**src/rtl/dumbrv_regs_pkg.sv**
```systemverilog
// Shared types, defaults and helpers for the dumbrv integer register file.
package dumbrv_regs_pkg;

    localparam int unsigned XLEN_DEF  = 32;
    localparam int unsigned NREGS_DEF = 16;
    localparam int unsigned NWR_DEF   = 2;
    localparam int unsigned NRD_DEF   = 2;

    typedef logic [1:0] state_t;

    localparam state_t ST_IDLE  = 2'd0;
    localparam state_t ST_WRITE = 2'd1;
    localparam state_t ST_DONE  = 2'd2;

    // Ceiling log2, usable in constant expressions.
    function automatic int unsigned clog2(input int unsigned n);
        int unsigned r;
        r = 0;
        for (int unsigned i = 0; i < 32; i++) begin
            if ((32'd1 << i) < n) r = i + 1;
        end
        return r;
    endfunction

endpackage

```
**src/rtl/dumbrv_rr_arbiter.sv**
```systemverilog
// Round-robin arbiter: the granted requester drops to lowest priority on advance.
module dumbrv_rr_arbiter
    import dumbrv_regs_pkg::*;
#(
    parameter  int unsigned N  = 2,
    localparam int unsigned IW = (N > 1) ? clog2(N) : 1
) (
    input  logic          clk,
    input  logic          rst_n,
    input  logic [N-1:0]  req_i,
    input  logic          advance_i,
    output logic [N-1:0]  grant_c_o,
    output logic [IW-1:0] grant_idx_c_o
);

    logic [IW-1:0] ptr_q, ptr_d;
    logic          found;

    // Scan ranks from the pointer upward; first requester at the lowest rank wins.
    always_comb begin
        grant_c_o     = '0;
        grant_idx_c_o = '0;
        found         = 1'b0;
        for (int rank = 0; rank < int'(N); rank++) begin
            for (int k = 0; k < int'(N); k++) begin
                int r;
                r = k - int'(ptr_q);
                if (r < 0) r = r + int'(N);
                if (!found && req_i[k] && (r == rank)) begin
                    found         = 1'b1;
                    grant_c_o[k]  = 1'b1;
                    grant_idx_c_o = IW'(k);
                end
            end
        end
    end

    always_comb begin
        ptr_d = ptr_q;
        if (advance_i) ptr_d = IW'((32'(grant_idx_c_o) + 32'd1) % N);
    end

    always_ff @(posedge clk or negedge rst_n) begin
        if (!rst_n) ptr_q <= '0;
        else        ptr_q <= ptr_d;
    end

endmodule

```
**src/rtl/dumbrv_regfile.sv**
```systemverilog
// Flop-based register file, x0 hard-wired to zero, serialised write ports.
// Define DUMBRV_REGFILE_BYPASS_EN to forward the in-flight write to reads during WRITE.
module dumbrv_regfile
    import dumbrv_regs_pkg::*;
#(
    parameter  int unsigned XLEN  = XLEN_DEF,
    parameter  int unsigned NREGS = NREGS_DEF,
    parameter  int unsigned NWR   = NWR_DEF,
    parameter  int unsigned NRD   = NRD_DEF,
    localparam int unsigned AW    = clog2(NREGS),
    localparam int unsigned GW    = (NWR > 1) ? clog2(NWR) : 1
) (
    input  logic                clk,
    input  logic                rst_n,
    input  logic [NWR-1:0]      wr_req,
    input  logic [NWR*AW-1:0]   wr_reg,
    input  logic [NWR*XLEN-1:0] wr_value,
    output logic [NWR-1:0]      wr_done,
    input  logic [NRD*AW-1:0]   rd_reg,
    output logic [NRD*XLEN-1:0] rd_value,
    output logic                busy
);

    state_t            state_q, state_d;
    logic [AW-1:0]     wr_reg_q, wr_reg_d;
    logic [XLEN-1:0]   tmp_q, tmp_d;
    logic [GW-1:0]     grant_q, grant_d;
    logic [NWR-1:0]    wr_done_q, wr_done_d;
    logic              busy_q;
    logic              advance;
    logic              we;
    logic [NWR-1:0]    grant_oh;
    logic [GW-1:0]     grant_idx;
    logic [XLEN-1:0]   regs_q [NREGS];

    dumbrv_rr_arbiter #(.N(NWR)) u_arb (
        .clk           (clk),
        .rst_n         (rst_n),
        .req_i         (wr_req),
        .advance_i     (advance),
        .grant_c_o     (grant_oh),
        .grant_idx_c_o (grant_idx)
    );

    // Commit FSM: latch the granted request, write it, then pulse done.
    always_comb begin
        state_d   = state_q;
        wr_reg_d  = wr_reg_q;
        tmp_d     = tmp_q;
        grant_d   = grant_q;
        wr_done_d = '0;
        advance   = 1'b0;
        we        = 1'b0;
        case (state_q)
            ST_IDLE: begin
                if (|wr_req) begin
                    advance = 1'b1;
                    grant_d = grant_idx;
                    for (int p = 0; p < int'(NWR); p++) begin
                        if (grant_oh[p]) begin
                            wr_reg_d = wr_reg[p*AW +: AW];
                            tmp_d    = wr_value[p*XLEN +: XLEN];
                        end
                    end
                    state_d = ST_WRITE;
                end
            end
            ST_WRITE: begin
                we      = (wr_reg_q != '0);
                state_d = ST_DONE;
                for (int p = 0; p < int'(NWR); p++) begin
                    if (grant_q == GW'(p)) wr_done_d[p] = 1'b1;
                end
            end
            ST_DONE:  state_d = ST_IDLE;
            default:  state_d = ST_IDLE;
        endcase
    end

    always_ff @(posedge clk or negedge rst_n) begin
        if (!rst_n) begin
            state_q   <= ST_IDLE;
            wr_reg_q  <= '0;
            tmp_q     <= '0;
            grant_q   <= '0;
            wr_done_q <= '0;
            busy_q    <= 1'b0;
        end else begin
            state_q   <= state_d;
            wr_reg_q  <= wr_reg_d;
            tmp_q     <= tmp_d;
            grant_q   <= grant_d;
            wr_done_q <= wr_done_d;
            busy_q    <= (state_d != ST_IDLE);
        end
    end

    // Entry 0 is never written so it stays at its reset value of zero.
    always_ff @(posedge clk or negedge rst_n) begin
        if (!rst_n) begin
            for (int i = 0; i < int'(NREGS); i++) regs_q[i] <= '0;
        end else begin
            for (int i = 1; i < int'(NREGS); i++) begin
                if (we && (wr_reg_q == AW'(i))) regs_q[i] <= tmp_q;
            end
        end
    end

    always_comb begin
        rd_value = '0;
        for (int r = 0; r < int'(NRD); r++) begin
            logic [AW-1:0]   idx;
            logic [XLEN-1:0] val;
            idx = rd_reg[r*AW +: AW];
            val = regs_q[idx];
`ifdef DUMBRV_REGFILE_BYPASS_EN
            if ((state_q == ST_WRITE) && (idx == wr_reg_q)) val = tmp_q;
`endif
            if (idx == '0) val = '0;
            rd_value[r*XLEN +: XLEN] = val;
        end
    end

    assign wr_done = wr_done_q;
    assign busy    = busy_q;

endmodule

```
**config.mk**
```make
export PLATFORM = sky130hd
export DESIGN_NAME = dumbrv_regfile
export DESIGN_NICKNAME = d
export VERILOG_FILES = /design/src/rtl/dumbrv_regs_pkg.sv /design/src/rtl/dumbrv_rr_arbiter.sv /design/src/rtl/dumbrv_regfile.sv
export SDC_FILE = /design/constraint.sdc
export NUM_CORES = 1
export LEC_CHECK = 0
export BUFFER_PORTS_ARGS = -buffer_cell sky130_fd_sc_hd__buf_2
export CAP_MARGIN = 25
export CORE_MARGIN = 5
export CORE_UTILIZATION = 62
export CTS_CLUSTER_DIAMETER = 120
export DETAILED_ROUTE_END_ITERATION = 6
export GPL_TIMING_DRIVEN = 0
export HOLD_SLACK_MARGIN = 0.12
export PLACE_DENSITY = 0.86
export SYNTH_ARGS = -nofsm -noshare
export SYNTH_HDL_FRONTEND = slang
export SYNTH_SLANG_ARGS = --single-unit
```
**constraint.sdc**
```tcl
create_clock -name clk -period 2.7 [get_ports clk]
set_clock_uncertainty 0.2 [all_clocks]
set_input_delay 0 -clock clk [delete_from_list [all_inputs] [get_ports clk]]
set_output_delay 0 -clock clk [all_outputs]
set_load 0.03 [all_outputs]
```
==> impl_results.md <==
- Commonest non-fill, non-tap cell in the layout: mux2_2
- Starting DRT DRC Count: roughly 3700
- Endpoint class of the critical path: output pin
- CTS max path bufs: 3
- Routed WL per cell: around 36 µm
- Reg2reg start: state_q[0]
- Area Overhead vs Synth: 18.6%
- Synth Net Count: 2113
- CP Cell Sequence: buf_2 > buf_2 > clkdlybuf4s15_1 > nor2_1 > buf_4 > a221o_1 > buf_2
- Sequential share of the synthesized area: a little under half
- Slew HR: 14.5%
- Setup TNS: -0.935 ns
- Routability congestion estimate: between 1 and 1.5
- Final worst-path cycle share: 105%
- Failing checks: negative setup slack
- Peak supply drop: approximately 0.74 mV
- RSZ-0062 raised after global routing: yes
- WP data arrival: roughly 2.6 ns
- Worst-skew pair later-pin latency: between 0.6 and 0.7 ns
- Pre-CTS setup slack: -0.250 ns
- # rows: 77
- Nature of the critical path startpoint: input pin
- Hold WS: between 0.2 and 0.3 ns
- First-pass GRT wire length: 156000 µm
- Crit path max fanout: 10
- DRC Markers: 0
- WP buf/inv: 5
- Worst r2r path cells: 5
- Root buffer cell: clkbuf_16
- Post-synthesis register bit count: between 500 and 600
- CP required: approximately 2.5 ns
- Final WL: roughly 110000 µm
- Die X: 222 µm
- Clk pin slew, worst setup/hold paths: around 0.06 ns
- Worst-margin pin slew: between 1 and 1.5 ns
- # fillers: roughly 2600
- Worst r2r dst: tmp_q[15]
- R2r setup slk: -0.05 ns
- Post-synth EDFFs: 0
- Vias in the first global route: 24000
- Slew Limit Fails: 0
- Peak Freq: 0.354 GHz
- Share of cells above drive strength 1: between 40% and 50%
- Crit-path leading delay family: buffers and inverters
- Post-synth ARST share: 100%
- Non-Filler Instances: between 3000 and 4000
- Final Hold Viols: 0
- Initial antenna violation count: 2
- Chip height: between 200 and 250 µm
- DR vias: between 20000 and 25000
- Synth Instances: around 2000
- Setup CP Type: input pin to output pin
- Pwr/cell area: 992 nW/µm²
- Post-route setup slack: -0.128 ns
- PortBufs: approximately 150
- Commonest cells after routing, fill and taps aside: mux2_2 (553), dfrtp_1 (523), buf_2 (204)
- Starting Density: 63.0%
- CP most frequent cell: buf_2
- Routed Antenna Nets: 0
- Layout Nets: about 2500
- Post-detail-place hpwl: 65800 µm
- Cell Area, Synth: roughly 28000 µm²
- Yosys warns: 32
- Ys flop type: dfrtp_1
- CTS buffer count: 55
- Tmin final: roughly 2.8 ns
- Maxcap violations: 0
- Vias per cell: roughly 7.6
- Yosys cell types: 43
- Die area: approximately 49000 µm²
- CP max stage delay: between 0.7 and 0.8 ns
- CTS sink cnt: 523
- Post-Syn Area per Cell: 13.8 µm²
- Leakage: ~16 nW
- Critical-path cell with the highest stage delay: clkdlybuf4s15_1
- Final Setup Violations: 19
- Min-Delay Path Class: input pin to async pin
- DRT Pass-1 Iters: 7
- Core area: 44400 µm²
- Largest net degree at the start of global routing: 130
- Total track usage: a little over two fifths
- CTS H-tree depth: 2
- Top Ports: roughly 150
- CTS tree: built
- Dpl cells: 2775
- Grt ovf: 0
- Status: complete, but fails checks
-- cells by family after synthesis --
family                 share of synthesized area (%)
muxes                                           36.9
AOI/OAI and AO/OA                               8.86
buffers and inverters                           4.25
and+or+nand+nor                                 3.23
DFF                                             46.8
-- synth_stat cells, drive strengths merged (2+ instances only) --
library cell  count  area (µm²)
mux2            576        6490
dfrtp           523       13100
mux4            128        2880
buf             113         706
mux2i            96         961
clkbuf           87         330
nand2            68         255
a21oi            48         240
a221oi           48         420
inv              40         150
a221o            39         390
a222oi           36         360
nand3            25         138
o21ai            25         125
a211o            24         210
a32oi            24         210
and3b            24         210
nor2b            24         150
o211ai           24         180
a22o             17         149
o221ai           16         140
nor2              8        32.5
nor3b             4        62.6
nand2b            3        26.3
a21o              2        15.0
-- report_power, final --
part,total (mW),switching (mW),internal [mW]
Clock,8.28,3.33,4.95
Sequential,13.5,2.79,10.7
Combinational,11.1,5.67,5.46
Total,32.9,11.8,21.1
-- layer usage --
layer	global-route usage, %	routed length (µm)
met1	51.4	36100
met2	62.9	47000
met3	17.0	15200
met4	29.9	9820
met5	0.880	35
-- sequential cells by signal, indices dropped and copies added, names as in the netlist --
signal	flops
wr_done	2
busy	1
wr_reg_q	4
state_q	2
u_arb.ptr_q	1
regs_q	480
grant_q	1
tmp_q	32
-- what timing repair did --
| action | in CTS | in global routing |
|---|---|---|
| hold buffers | 149 | 0 |
| setup endpoints to repair | 54 | 33 |
| gates resized for setup | 12 | 31 |
| buffers inserted | 3 | 0 |
| endpoints found under the hold margin | 563 | 0 |
| pin swaps | 1 | 0 |
-- area by class of cell --
class / instances / area (µm²) / share of cell area, %
Buffer: 198 / 1080 / 3.26
Antenna cell: 2 / 5.00 / 0.0151
Clock inverter: 15 / 256 / 0.773
Multi-Input combinational cell: 1265 / 13700 / 41.3
Inverter: 41 / 154 / 0.464
Timing Repair Buffer: 308 / 2460 / 7.40
Sequential cell: 523 / 13100 / 39.4
Clock buffer: 85 / 1690 / 5.10
Tap cell: 592 / 741 / 2.23
-- worst min-delay path, stage by stage --
cell and delay [ns]:
dlygate4sd3_1 0.52, dlygate4sd3_1 0.58, buf_8 0.48
-- worst max path at each step --
| stage | slack (ns) | start | depth (start not counted) | to |
|---|---|---|---|---|
| 3_5_place_dp | -0.25 | rd_reg[3] | 7 | rd_value[19] |
| 3_3_place_gp | -8.89 | rst_n | 1 | regs_q[23] |
| 6_report | -0.13 | rd_reg[6] | 7 | rd_value[51] |
| 5_1_grt | -0.03 | rd_reg[5] | 9 | rd_value[47] |
| 4_1_cts | 0.006 | rd_reg[0] | 8 | rd_value[24] |
| 2_1_floorplan | 0.77 | state_q[1] | 6 | regs_q[33] |
-- stage by stage --
stage,power [mW],utilization [%],cell area (µm²)
floorplan,20.1,-,28000
global placement,22.9,66.3,29500
detailed placement,23.6,66.7,29600
CTS,32.1,74.6,33100
global route,33.9,74.7,33200
finish,32.9,74.7,33200
(Power assumes the default switching activity.)
